===== src/rtl/ram_sync_read_t2.sv =====
// ============================================================================
// Module   : ram_sync_read_t2
// Summary  : Tag RAM with separate read/write ports, bit-masked writes,
//            selectable read-during-write mode, optional output register and
//            a post-reset clear sequencer.
// Revision : 1.0 - initial release
// ============================================================================
`default_nettype none

module ram_sync_read_t2 #(
    parameter int                AWIDTH         = 3,
    parameter int                DWIDTH         = 14,
    parameter int                OUT_REG        = 0,
    parameter int                RDW_MODE       = 0,
    parameter int                CLEAR_ON_RESET = 1,
    parameter logic [DWIDTH-1:0] INIT_VAL       = '0
) (
    input  logic              clock,
    input  logic              reset,
    input  logic              wr_en,
    input  logic [AWIDTH-1:0] wr_addr,
    input  logic [DWIDTH-1:0] wr_data,
    input  logic [DWIDTH-1:0] wr_mask,
    input  logic              rd_en,
    input  logic [AWIDTH-1:0] rd_addr,
    output logic [DWIDTH-1:0] rd_data,
    output logic              rd_valid,
    output logic              busy
);

    localparam int                c_DEPTH = 2 ** AWIDTH;
    localparam logic [AWIDTH-1:0] c_LAST  = AWIDTH'(c_DEPTH - 1);

    typedef enum logic [0:0] {
        S_CLEAR = 1'b0,
        S_READY = 1'b1
    } state_t;

    localparam state_t c_RESET_STATE = (CLEAR_ON_RESET != 0) ? S_CLEAR : S_READY;

    state_t            r_state;
    logic [AWIDTH-1:0] r_clr_cnt;
    logic [DWIDTH-1:0] r_mem [c_DEPTH];
    logic              r_s1_valid;
    logic [DWIDTH-1:0] r_s1_data;

    logic              w_ready;
    logic              w_wr_fire;
    logic              w_rd_fire;
    logic [DWIDTH-1:0] w_wr_merged;
    logic [DWIDTH-1:0] w_rd_word;

    assign w_ready     = (r_state == S_READY);
    assign w_wr_fire   = wr_en & w_ready;
    assign w_rd_fire   = rd_en & w_ready;
    assign w_wr_merged = (r_mem[wr_addr] & ~wr_mask) | (wr_data & wr_mask);

    // Bypass of the merged write word only in write-first mode on an address hit
    assign w_rd_word = ((RDW_MODE != 0) && w_wr_fire && (wr_addr == rd_addr))
                     ? w_wr_merged : r_mem[rd_addr];

    assign busy = (r_state == S_CLEAR);

    always_ff @(posedge clock or posedge reset) begin
        if (reset) begin
            r_state   <= c_RESET_STATE;
            r_clr_cnt <= '0;
        end else if (r_state == S_CLEAR) begin
            if (r_clr_cnt == c_LAST) begin
                r_state <= S_READY;
            end else begin
                r_clr_cnt <= r_clr_cnt + 1'b1;
            end
        end
    end

    // Array contents are deliberately outside the reset domain
    always_ff @(posedge clock) begin
        if (r_state == S_CLEAR) begin
            r_mem[r_clr_cnt] <= INIT_VAL;
        end else if (w_wr_fire) begin
            r_mem[wr_addr] <= w_wr_merged;
        end
    end

    always_ff @(posedge clock or posedge reset) begin
        if (reset) begin
            r_s1_valid <= 1'b0;
            r_s1_data  <= '0;
        end else begin
            r_s1_valid <= w_rd_fire;
            if (w_rd_fire) begin
                r_s1_data <= w_rd_word;
            end
        end
    end

    generate
        if (OUT_REG != 0) begin : g_out_reg
            logic              r_s2_valid;
            logic [DWIDTH-1:0] r_s2_data;

            always_ff @(posedge clock or posedge reset) begin
                if (reset) begin
                    r_s2_valid <= 1'b0;
                    r_s2_data  <= '0;
                end else begin
                    r_s2_valid <= r_s1_valid;
                    if (r_s1_valid) begin
                        r_s2_data <= r_s1_data;
                    end
                end
            end

            assign rd_valid = r_s2_valid;
            assign rd_data  = r_s2_data;
        end else begin : g_no_out_reg
            assign rd_valid = r_s1_valid;
            assign rd_data  = r_s1_data;
        end
    endgenerate

endmodule

`default_nettype wire


===== config.mk =====
export PLATFORM = sky130hd
export DESIGN_NAME = ram_sync_read_t2
export DESIGN_NICKNAME = d
export VERILOG_FILES = /design/src/rtl/ram_sync_read_t2.sv
export SDC_FILE = /design/constraint.sdc
export NUM_CORES = 1
export LEC_CHECK = 0
export BUFFER_PORTS_ARGS = -buffer_cell sky130_fd_sc_hd__buf_2
export CORE_MARGIN = 2
export CORE_UTILIZATION = 54
export DETAILED_ROUTE_END_ITERATION = 7
export PLACE_DENSITY = 0.76
export SYNTH_ARGS = -nofsm -noshare
export SYNTH_HDL_FRONTEND = slang
export SYNTH_SLANG_ARGS = --single-unit

===== constraint.sdc =====
create_clock -name clock -period 1.8 [get_ports clock]
set_input_delay 0.09 -clock clock [delete_from_list [all_inputs] [get_ports clock]]
set_output_delay 0.09 -clock clock [all_outputs]
set_load 0.005 [all_outputs]

## After elaboration in Yosys (flattened, before gate mapping)

Memory sizes are Yosys's and may differ from the RTL's. A register that Yosys moved wholly into a read port is not among the register bits.
Index checks and enable logic that the tools add are counted.

| word-level totals | value |
|---|---|
| flip-flop bits (word level) | 5 |
| latch bits | 0 |
| memory bits (writable) | 112 |
| bits in read-only memories | 0 |
| input port bits | 38 |
| output and inout bits | 16 |
| memories kept | 1 |

| operators by class | value |
|---|---|
| $add $sub $neg | 1 |
| multipliers | 0 |
| divide/modulo/power cells | 0 |
| order comparisons | 0 |
| equality and inequality tests | 1 |
| shifts and indexed selects | 0 |
| muxes and demuxes | 9 |
| bitwise operators | 8 |
| reductions and logical operators | 2 |

Memories:

| name | words | bits a word | read ports | clocked after Yosys merged registers in | write ports | line | RTL |
|---|---|---|---|---|---|---|---|
| r_mem | 8 | 14 | 2 | 1 | 1 | 43 | `logic [DWIDTH-1:0] r_mem [c_DEPTH];` |

Operator list:

| cell | number |
|---|---|
| bitwise AND 14 bit | 2 |
| two-way mux 14 bit | 1 |
| inverter 14 bit | 1 |
| OR 14 bit | 1 |
| OR reduction 14 bit | 1 |
| two-way mux 1 bit | 7 |
| adder 3 x 1 -> 3 bit, second input constant | 1 |
| equality test 3 bit, second input constant | 1 |
| two-way mux 3 bit | 1 |
| bitwise AND 1 bit | 2 |
| inverter 1 bit | 2 |
| AND reduction 2 bit | 1 |

## Longest topological paths before layout

Gate-level depths: netlist of the first run.

| logic depth | value |
|---|---|
| depth in word-level cells | 6 |
| depth in mapped cells | 6 |
| mapped depth without buffers | 4 |

## Worst setup path before layout of the first run

OpenSTA, ideal clock, no wires.

| timing path | value |
|---|---|
| path type | reg2reg |
| from | register r_state |
| to | memory r_mem[6][0] (enable) |
| arrival | 1.555 ns |
| setup slack | -0.140 ns |
| stages on the path, launching flop included | 5 |
| path buffers | 1 |
| cells stage by stage | dfrtp_1 -> buf_2 -> nand2_1 -> a31oi_1 -> nor2_1 |

| on the way | value |
|---|---|
| word-level cells in the longest chain between the ends | 6 |

RTL lines:

| item | line | RTL |
|---|---|---|
| start: declaration | 41 | `state_t r_state;` |
| start signal: assignment | 66 | `r_state <= c_RESET_STATE;` |
| bitwise AND 1 bit | 54 | `assign w_wr_fire = wr_en & w_ready;` |
| two-way mux 1 bit | 81 | `end else if (w_wr_fire) begin` |
| two-way mux 1 bit | 79 | `if (r_state == S_CLEAR) begin` |
| two-way mux 1 bit (implied by the code) | 82 | `r_mem[wr_addr] <= w_wr_merged;` |
| OR reduction 14 bit (no source line) | -- |  |
| two-way mux 3 bit (no source line) / two-way mux 1 bit (equally long branches) | -- |  |
| end: declaration | 43 |  |

Parallel ways exist; a longest one is shown, timed or not.

## Final worst setup path of the first run

| timing path | value |
|---|---|
| from | register r_state |
| to | memory r_mem[7][7] (enable) |

Same word-level chain as after synthesis.

==> results of run 1 <==
[metal layers]
| metal | wire length [µm] | vias to the layer above | global-route usage, % |
|---|---|---|---|
| met5 | 0 | - | 0 |
| met4 | 443 | 0 | 11.6 |
| met3 | 1260 | 42 | 5.78 |
| met2 | 8010 | 214 | 44.5 |
| met1 | 6370 | 2140 | 34.0 |
| li1 | - | 1892 | - |
[timing repair]
item                       CTS  global route
hold buffers                 1             0
pin swaps                    0             0
hold endpoints to repair    19             0
setup endpoints to repair   70            67
gates resized for setup      4             4
buffers inserted             0             0
[cells in the final DEF (no fill, tap or decap), types with 3 or more instances in the layout]
cell        Yosys  layout
a21oi_1        15      15
a221oi_2       12      12
a222oi_1       14      14
a22o_1         14      14
buf_12          0       7
buf_2           8      53
buf_4           4      46
clkbuf_1        7       4
clkbuf_16       0      17
clkinv_2        0       3
clkinvlp_4      0       3
dfrtp_1        19      19
edfxtp_1      112     112
inv_1          19      19
mux2_1         43      43
mux2_2         37      37
mux2_4          6       6
mux2i_1        31      30
nand2_1        17      17
nor2_1         13       9
nor2b_1         4       4
o22ai_1        14      14
o31ai_1        14      14
[worst max-delay path, delay by kind of cell (launching register included)]
family | cells | cell delay, ns
AO/OA/AOI/OAI | 1 | 0.13
buffers and inverters | 2 | 0.43
flip-flops | 1 | 0.43
AND/OR/NAND/NOR | 2 | 0.47
[path summary, 6_finish.rpt]
path	to	slack [ns]	depth (start not counted)
setup / recovery	r_mem[7][7]	0.03	5
hold / removal	r_mem[4][12]	0.14	3
setup reg to reg	r_mem[7][7]	0.03	5
hold reg to reg	rd_data[3]	0.47	2
max in group asynchronous	rd_data[5]	1.24	4
min in group asynchronous	rd_data[12]	0.28	4
[Yosys cell counts]
cell type,instances,share of area (%)
edfxtp_1,112,53
mux2_1,43,7.7
mux2_2,37,6.6
mux2i_1,31,4.9
dfrtp_1,19,7.5
inv_1,19,1.1
nand2_1,17,1.0
a21oi_1,15,1.2
a222oi_1,14,2.2
a22o_1,14,1.9
o22ai_1,14,1.4
o31ai_1,14,1.7
nor2_1,13,0.77
a221oi_2,12,2.8
buf_2,8,0.63
clkbuf_1,7,0.42
buf_6,6,1.1
mux2_4,6,1.4
buf_4,4,0.47
nor2b_1,4,0.40
a221oi_1,2,0.28
a31oi_1,2,0.20
ha_1,2,0.40
and2_0,1,0.099
and2b_1,1,0.12
and3_1,1,0.099
and4_1,1,0.14
nand2b_1,1,0.099
xor2_1,1,0.14
[power breakdown]
group	total, mW	switching [mW]	internal [mW]
Combinational	0.751	0.413	0.338
Sequential	3.45	0.0413	3.41
Clock	3.36	1.25	2.11
Total	7.56	1.71	5.86
[metrics by stage]
| step | util (%) | area [µm²] | hold slack [ns] |
|---|---|---|---|
| 2_1_floorplan | - | 6330 | 0.0411 |
| 3_3_place_gp | 62.0 | 7080 | 0.163 |
| 3_5_place_dp | 62.0 | 7080 | 0.169 |
| 4_1_cts | 67.3 | 7680 | 0.130 |
| 5_1_grt | 67.4 | 7700 | 0.143 |
| 6_report | 67.4 | 7700 | 0.145 |
[kinds of logic after synthesis]
group | Yosys count | share of synthesized area [%]
buffers and inverters | 44 | 3.72
adders and majority gates | 2 | 0.396
muxes | 117 | 20.6
xor gates and xnor gates | 1 | 0.139
AOI/OAI and AO/OA | 87 | 11.7
DFF | 131 | 60.7
and+or+nand+nor | 39 | 2.73
[flip-flops by register name, indices dropped and copies added, names as in the netlist]
| register | flops |
|---|---|
| r_mem | 112 |
| rd_data | 14 |
| r_clr_cnt | 3 |
| r_state | 1 |
| rd_valid | 1 |
[final cells by class]
class                           count  area [µm²]  share of cell area, %
Clock buffer                       23         468                   6.08
Clock inverter                      9         106                   1.38
Inverter                           19        71.3                  0.927
Multi-Input combinational cell    246        2270                   29.5
Sequential cell                   131        3840                   49.9
Tap cell                          143         179                   2.32
Timing Repair Buffer              107         761                   9.88
==> flow_metrics.py, run 1 <==
metrics = {
    "setup_path": {
        "critPathKind": "reg -> reg",
        "cp.required_ns": 1.92,
        "crit_path_start_kind": "flop",
        "crit_top_cell": "buf_12",
        "crit_chain": "nand2_1, buf_12, a31oi_1, nor2_1, buf_12",
        "end_kind": "flop",
        "cpPeakStageDelay_ns": 0.43,
        "startpoint": "r_state",
        "crit_slowest_cell": "dfrtp_1",
        "arrival_ns": 1.89,
        "worstReg2RegStart": "r_state",
        "path_max_fanout": 16,
    },
    "drt": {
        "ant_nets": 0,
        "drt-vias-per-instance": 6.32,
        "wire_per_inst_um": 23.7,
        "drc": 0,
        "vias": 4288,
        "routed_wirelength_mm": 16.1,
        "first_pass_iters": 7,
        "drt_iter0_markers": 446,
    },
    "yosys": {
        "ys_ff_latch": 131,
        "yosysWarnings": 0,
        "ys_seq_area_share_pct": 60.7,
        "yosysUniqueCellTypes": 29,
        "synthesis.area_um2": 6320,
        "syn_avg_cell_area_um2": 15.0,
        "synth.net_count": 461,
        "postSynthCellCount": 421,
    },
    "floorplanning": {
        "dieHeight_um": 112,
        "start_util_pct": 55.4,
        "fp.dieArea_um2": 12600,
        "rows": 39,
        "io_pins": 54,
        "core_area_um2": 11400,
        "die-width_um": 112,
    },
    "sta": {
        "layout_min_cycle_time_ns": 1.77,
        "fin_setup_tns_ns": 0,
        "fin_ws_ns": 0.0318,
        "slew_viol_final": 0,
        "grt_setup_unrepaired": "yes",
        "slew_headroom_pct": 59.6,
        "tightest_slew_ns": 0.605,
        "setup_viol": 0,
        "finalHoldViolations": 0,
        "finalCritPeriodShare_pct": 98.2,
        "fin_skew_ns": 0.0119,
        "max_freq_ghz": 0.566,
    },
    "clocking": {
        "htreeDepth": 4,
        "path_clk_slew_ns": 0.06,
        "cts_sinks": 131,
        "numCtsBuffers": 17,
        "clock_latency_ns": 0.41,
        "cts_tree": "built",
        "ctsLongestPathBuffers": 2,
        "cts-root-buf": "clkbuf_16",
    },
    "placement": {
        "post-place-cells": 645,
        "post-place-ws_ns": -0.112,
        "routabilityCongestion": 0.785,
        "port_buffers": 53,
        "hpwl_mm": 9.22,
    },
    "final_layout": {
        "fill_cells": 786,
        "nets": 562,
        "areaGrowthSynthToFinish_pct": 21.7,
        "antenna_cells": 0,
        "stdcell_count": 678,
        "drive_above_1_share_pct": 36.3,
    },
    "global_route": {
        "grt_pass1_wl_mm": 25.0,
        "first_global_vias": 4541,
        "grt_max_degree": 57,
        "antenna_found_initial": 0,
        "grt.overflow.total": 0,
        "grt_use_total_pct": 26.7,
    },
    "min_path": {
        "hp-start": "wr_mask[12]",
        "min_path_type": "in -> reg",
    },
    "outcome": {
        "status": "completed",
    },
    "pwr": {
        "power_density_nw_per_um2": 982,
        "p_total_mw": 7.56,
        "p_leak_nw": 2.98,
        "vdd.ir_drop.worst_uv": 715,
    },
    "run": {
        "drv_cap": 0,
    },
}
No activity file was read; power rests on OpenSTA's default activity.
==> run 2: changes to the inputs <==
CELL_PAD_IN_SITES_DETAIL_PLACEMENT = 0   (was unset)
CELL_PAD_IN_SITES_GLOBAL_PLACEMENT = 1   (was unset)
CORE_UTILIZATION = 50   (was 54)
PLACE_DENSITY = unset   (was 0.76)
PLACE_DENSITY_LB_ADDON = 0.1   (was unset)
clock period = 1.7 ns   (was 1.8 ns; I/O delays follow)
==> flow_metrics.py, run 2 (synthesis gave the netlist of run 1 again) <==
metrics = {
    "final_layout": {
        "stdcell_count": 711,
        "largest_reg_flops": 112,
        "top_register": "r_mem",
        "fin_util_pct": 63.3,
        "areaGrowthSynthToFinish_pct": 24.8,
        "antenna_cells": 0,
        "final_cell_mix": "112 x edfxtp_1, 53 x buf_2, 45 x buf_4, 41 x mux2_1, 37 x mux2_2",
        "fill_cells": 941,
        "nets": 566,
        "drive_above_1_share_pct": 39.5,
        "layout_commonest_cell": "edfxtp_1",
        "finalInstanceArea_um2": 7890,
    },
    "placement": {
        "routabilityCongestion": 0.750,
        "post-place-cells": 676,
        "hpwl_mm": 10.1,
        "port_buffers": 53,
        "post-place-ws_ns": -0.260,
        "placed_area_um2": 7160,
    },
    "drt": {
        "first_pass_iters": 6,
        "drc": 0,
        "vias": 4150,
        "wire_per_inst_um": 22.4,
        "routed_wirelength_mm": 15.9,
        "drt-vias-per-instance": 5.84,
        "drt_iter0_markers": 345,
        "ant_nets": 0,
    },
    "min_path": {
        "min_path_type": "in -> reg",
        "hold-path-cell-count": 2,
        "hp-start": "wr_mask[1]",
        "hold_end": "r_mem[7][1]",
    },
    "global_route": {
        "grt_pass1_wl_mm": 23.7,
        "grt.overflow.total": 0,
        "antenna_found_initial": 0,
        "grt_max_degree": 40,
        "grt_use_total_pct": 24.7,
        "first_global_vias": 4154,
    },
    "clocking": {
        "clock_latency_ns": 0.42,
        "cts_tree": "built",
        "numCtsBuffers": 17,
        "ctsLongestPathBuffers": 2,
        "cts-root-buf": "clkbuf_16",
        "htreeDepth": 4,
        "path_clk_slew_ns": 0.06,
        "cts_sinks": 131,
    },
    "setup_path": {
        "r2r_end": "r_mem[0][0]",
        "startpoint": "r_mem[3][0]",
        "end_kind": "flop",
        "r2r_slack_ns": 0.08,
        "critPathKind": "reg -> reg",
        "worstReg2RegStart": "r_mem[3][0]",
        "cp_top_family": "compound AO/OA/AOI/OAI gates",
        "arrival_ns": 1.74,
        "crit_slowest_cell": "a222oi_1",
        "crit_chain": "mux2_1, a222oi_1, a221oi_2",
        "crit_buf_inv": 0,
        "ff2ff_path_depth": 3,
        "cp.required_ns": 1.81,
        "crit_path_start_kind": "flop",
        "cpPeakStageDelay_ns": 0.43,
        "path_max_fanout": 8,
    },
    "sta": {
        "slew_headroom_pct": 38.6,
        "fin_setup_tns_ns": 0,
        "slew_viol_final": 0,
        "finalCritPeriodShare_pct": 95.5,
        "grt_setup_unrepaired": "yes",
        "fin_ws_ns": 0.0770,
        "fin_skew_ns": 0.0108,
        "finalHoldViolations": 0,
        "setup_viol": 0,
        "tightest_slew_ns": 0.918,
        "holdWs_ns": 0.0573,
        "max_freq_ghz": 0.616,
        "layout_min_cycle_time_ns": 1.62,
    },
    "floorplanning": {
        "dieHeight_um": 116,
        "die-width_um": 116,
        "start_util_pct": 50.7,
        "rows": 41,
        "fp.dieArea_um2": 13600,
        "io_pins": 54,
        "core_area_um2": 12500,
    },
    "pwr": {
        "power_density_nw_per_um2": 1040,
        "vdd.ir_drop.worst_uv": 649,
        "p_total_mw": 8.24,
        "p_leak_nw": 3.03,
    },
    "run": {
        "drv_cap": 0,
    },
    "outcome": {
        "status": "completed",
    },
}
## run 2: changes by cell type in the layout (fill, tap and decap cells not counted), sizes merged
| cell | delta |
|---|---|
| buf | +4 |
| bufinv | +2 |
| clkbuf | -6 |
| clkinv | +3 |
| clkinvlp | +1 |
## run 2: how the worst max path moves through the flow
stage / end / cells past startpoint
after floorplan: r_mem[6][0] / 4
after global placement: r_mem[2][9] / 4
after detailed placement: r_mem[7][10] / 5
after CTS: r_mem[7][0] / 3
after global routing: r_mem[5][8] / 5
final: r_mem[0][0] / 3
## run 2: worst register-to-register path: stages, from the launching register on
cell,delay (ns)
edfxtp_1,0.39
mux2_1,0.31
a222oi_1,0.43
a221oi_2,0.20
## run 2: routing by layer
| layer | global-route usage [%] | share of wire (%) | up-vias |
|---|---|---|---|
| li1 | - | - | 1904 |
| met1 | 33.8 | 45 | 2078 |
| met2 | 39.1 | 48 | 136 |
| met3 | 4.36 | 4.5 | 32 |
| met4 | 10.5 | 2.5 | 0 |
| met5 | 0 | 0 | - |
## run 2: cell type report
cell class	instances	area [µm²]	area share [%]
Multi-Input combinational cell	246	2320	29.4
Inverter	19	71.3	0.904
Tap cell	172	215	2.73
Timing Repair Buffer	111	827	10.5
Clock buffer	17	425	5.39
Sequential cell	131	3840	48.7
Clock inverter	15	190	2.41
## run 2: report_power, final
part	total [mW]	leakage [nW]	internal, mW	switching, mW
registers	3.66	1.25	3.61	0.0460
logic	0.798	1.49	0.361	0.437
clock network	3.78	0.290	2.43	1.35
## run 2: what timing repair did
item / in CTS / in global routing
hold buffers: 1 / 0
endpoints found under the setup margin: 74 / 87
hold endpoints to repair: 19 / 0
pin swaps: 0 / 6
setup buffers: 0 / 2
gates resized for setup: 7 / 8
==> run 3: changes to the inputs <==
CORE_ASPECT_RATIO = 0.8   (was unset)
==> flow_metrics.py, run 3 (synthesis gave the netlist of run 1 again) <==
metrics = {
    "floorplanning": {
        "rows": 36,
        "dieHeight_um": 105,
        "io_pins": 54,
        "fp.dieArea_um2": 13600,
        "die-width_um": 130,
        "start_util_pct": 51.6,
        "core_area_um2": 12300,
    },
    "final_layout": {
        "multi_input_area_um2": 2310,
        "fill_cells": 936,
        "seq_area_um2": 3840,
        "layout_commonest_cell": "edfxtp_1",
        "nets": 562,
        "finalInstanceArea_um2": 7880,
        "top_register": "r_mem",
        "areaGrowthSynthToFinish_pct": 24.6,
        "drive_above_1_share_pct": 37.4,
        "final_cell_mix": "112 x edfxtp_1, 53 x buf_2, 43 x mux2_1, 40 x buf_4, 37 x mux2_2",
        "largest_reg_flops": 112,
        "fin_util_pct": 64.3,
        "antenna_cells": 0,
    },
    "clocking": {
        "cts_sinks": 131,
        "numCtsBuffers": 17,
        "clock_latency_ns": 0.42,
        "htreeDepth": 4,
        "cts-root-buf": "clkbuf_16",
        "path_clk_slew_ns": 0.06,
        "cts_tree": "built",
        "ctsLongestPathBuffers": 2,
    },
    "setup_path": {
        "r2r_end": "r_mem[0][2]",
        "crit_top_cell": "buf_4",
        "worstReg2RegStart": "r_state",
        "arrival_ns": 1.75,
        "crit_path_start_kind": "flop",
        "end_kind": "flop",
        "r2r_slack_ns": 0.05,
        "cp.depth": 6,
        "path_max_fanout": 8,
        "crit_buf_inv": 3,
        "ff2ff_path_depth": 6,
        "cpPeakStageDelay_ns": 0.40,
        "critPathKind": "reg -> reg",
        "crit_slowest_cell": "dfrtp_1",
        "cp_top_family": "buffers and inverters",
        "startpoint": "r_state",
        "crit_chain": "buf_4, nor2_1, a31oi_2, buf_4, nor2_2, buf_4",
        "crit_path_end": "r_mem[0][2]",
        "cp.required_ns": 1.80,
    },
    "sta": {
        "holdWs_ns": 0.0681,
        "slew_viol_final": 0,
        "grt_setup_unrepaired": "no",
        "finalCritPeriodShare_pct": 97.2,
        "max_freq_ghz": 0.605,
        "setup_viol": 0,
        "tightest_slew_ns": 0.582,
        "fin_ws_ns": 0.0482,
        "layout_min_cycle_time_ns": 1.65,
        "finalHoldViolations": 0,
        "slew_headroom_pct": 61.2,
        "fin_skew_ns": 0.00756,
    },
    "global_route": {
        "grt.overflow.total": 0,
        "top_usage_layer": "met2",
        "met2_usage_pct": 39.3,
        "use_met3_pct": 4.20,
        "first_global_vias": 4229,
        "grt_pass1_wl_mm": 24.3,
        "antenna_found_initial": 0,
        "grtUsageMet1_pct": 34.1,
        "grt_use_total_pct": 24.6,
        "grt_max_degree": 36,
    },
    "placement": {
        "placed_area_um2": 7200,
        "routabilityCongestion": 0.767,
        "post-place-ws_ns": -0.236,
        "hpwl_mm": 9.98,
        "port_buffers": 53,
    },
    "drt": {
        "vias": 4151,
        "first_pass_iters": 6,
        "drc": 0,
        "routed_wirelength_mm": 15.9,
        "ant_nets": 0,
        "wire_per_inst_um": 22.5,
        "drt-vias-per-instance": 5.88,
        "drt_iter0_markers": 479,
    },
    "run": {
        "drv_cap": 0,
    },
    "outcome": {
        "status": "completed",
    },
    "pwr": {
        "p_leak_nw": 3.03,
        "p_total_mw": 8.24,
        "power_density_nw_per_um2": 1050,
        "vdd.ir_drop.worst_uv": 1020,
    },
    "min_path": {
        "min_path_type": "in -> reg",
    },
}
run 3: worst min-delay path by stage:
stage                     start      endpoint  slack, ns  cells after the start
global route        wr_mask[12]  r_mem[1][12]       0.09                      2
detailed placement        reset    rd_data[3]       0.13                      2
floorplan                 reset  r_clr_cnt[0]       0.04                      1
CTS                  wr_mask[4]   r_mem[5][4]       0.06                      2
finish               wr_mask[5]   r_mem[0][5]       0.07                      2
global placement          reset    rd_data[3]       0.14                      2
run 3: metrics by stage:
stage | std cells | TNS [ns]
2_1_floorplan | 421 | -3.52
3_3_place_gp | 672 | -11.38
3_5_place_dp | 672 | -12.78
4_1_cts | 705 | -6.08
5_1_grt | 706 | 0
6_report | 706 | 0
run 3: repair_timing:
| action | in CTS | in global routing |
|---|---|---|
| pin swaps | 0 | 4 |
| buffers inserted | 0 | 1 |
| endpoints found under the hold margin | 7 | 0 |
| hold buffers | 1 | 0 |
| gates resized for setup | 2 | 4 |
| endpoints found under the setup margin | 44 | 50 |
run 3: layer usage:
metal / part of all wire [%] / vias up
met2: 49 / 134
met4: 2.1 / 0
met3: 4.9 / 29
met1: 44 / 2097
li1: - / 1891
met5: 0 / -
run 3: layout make-up:
type | instances | share of cell area [%]
clock buffer | 20 | 5.67
clock inverter | 12 | 2.06
inverter | 19 | 0.905
multi-input combinational | 246 | 29.3
sequential | 131 | 48.7
tap | 171 | 2.72
timing repair buffer | 107 | 10.6
run 3: worst register-to-register path: stages, from the launching register on:
cell and delay [ns]:
dfrtp_1 0.40, buf_4 0.16, nor2_1 0.13, a31oi_2 0.11
buf_4 0.19, nor2_2 0.12, buf_4 0.24
run 3: report_power, final:
group          total [mW]  leakage [nW]  internal [mW]  switching (mW)
logic               0.798          1.49          0.362           0.436
clock network        3.78         0.295           2.47            1.32
registers            3.66          1.25           3.61          0.0455
total                8.24          3.03           6.45            1.80
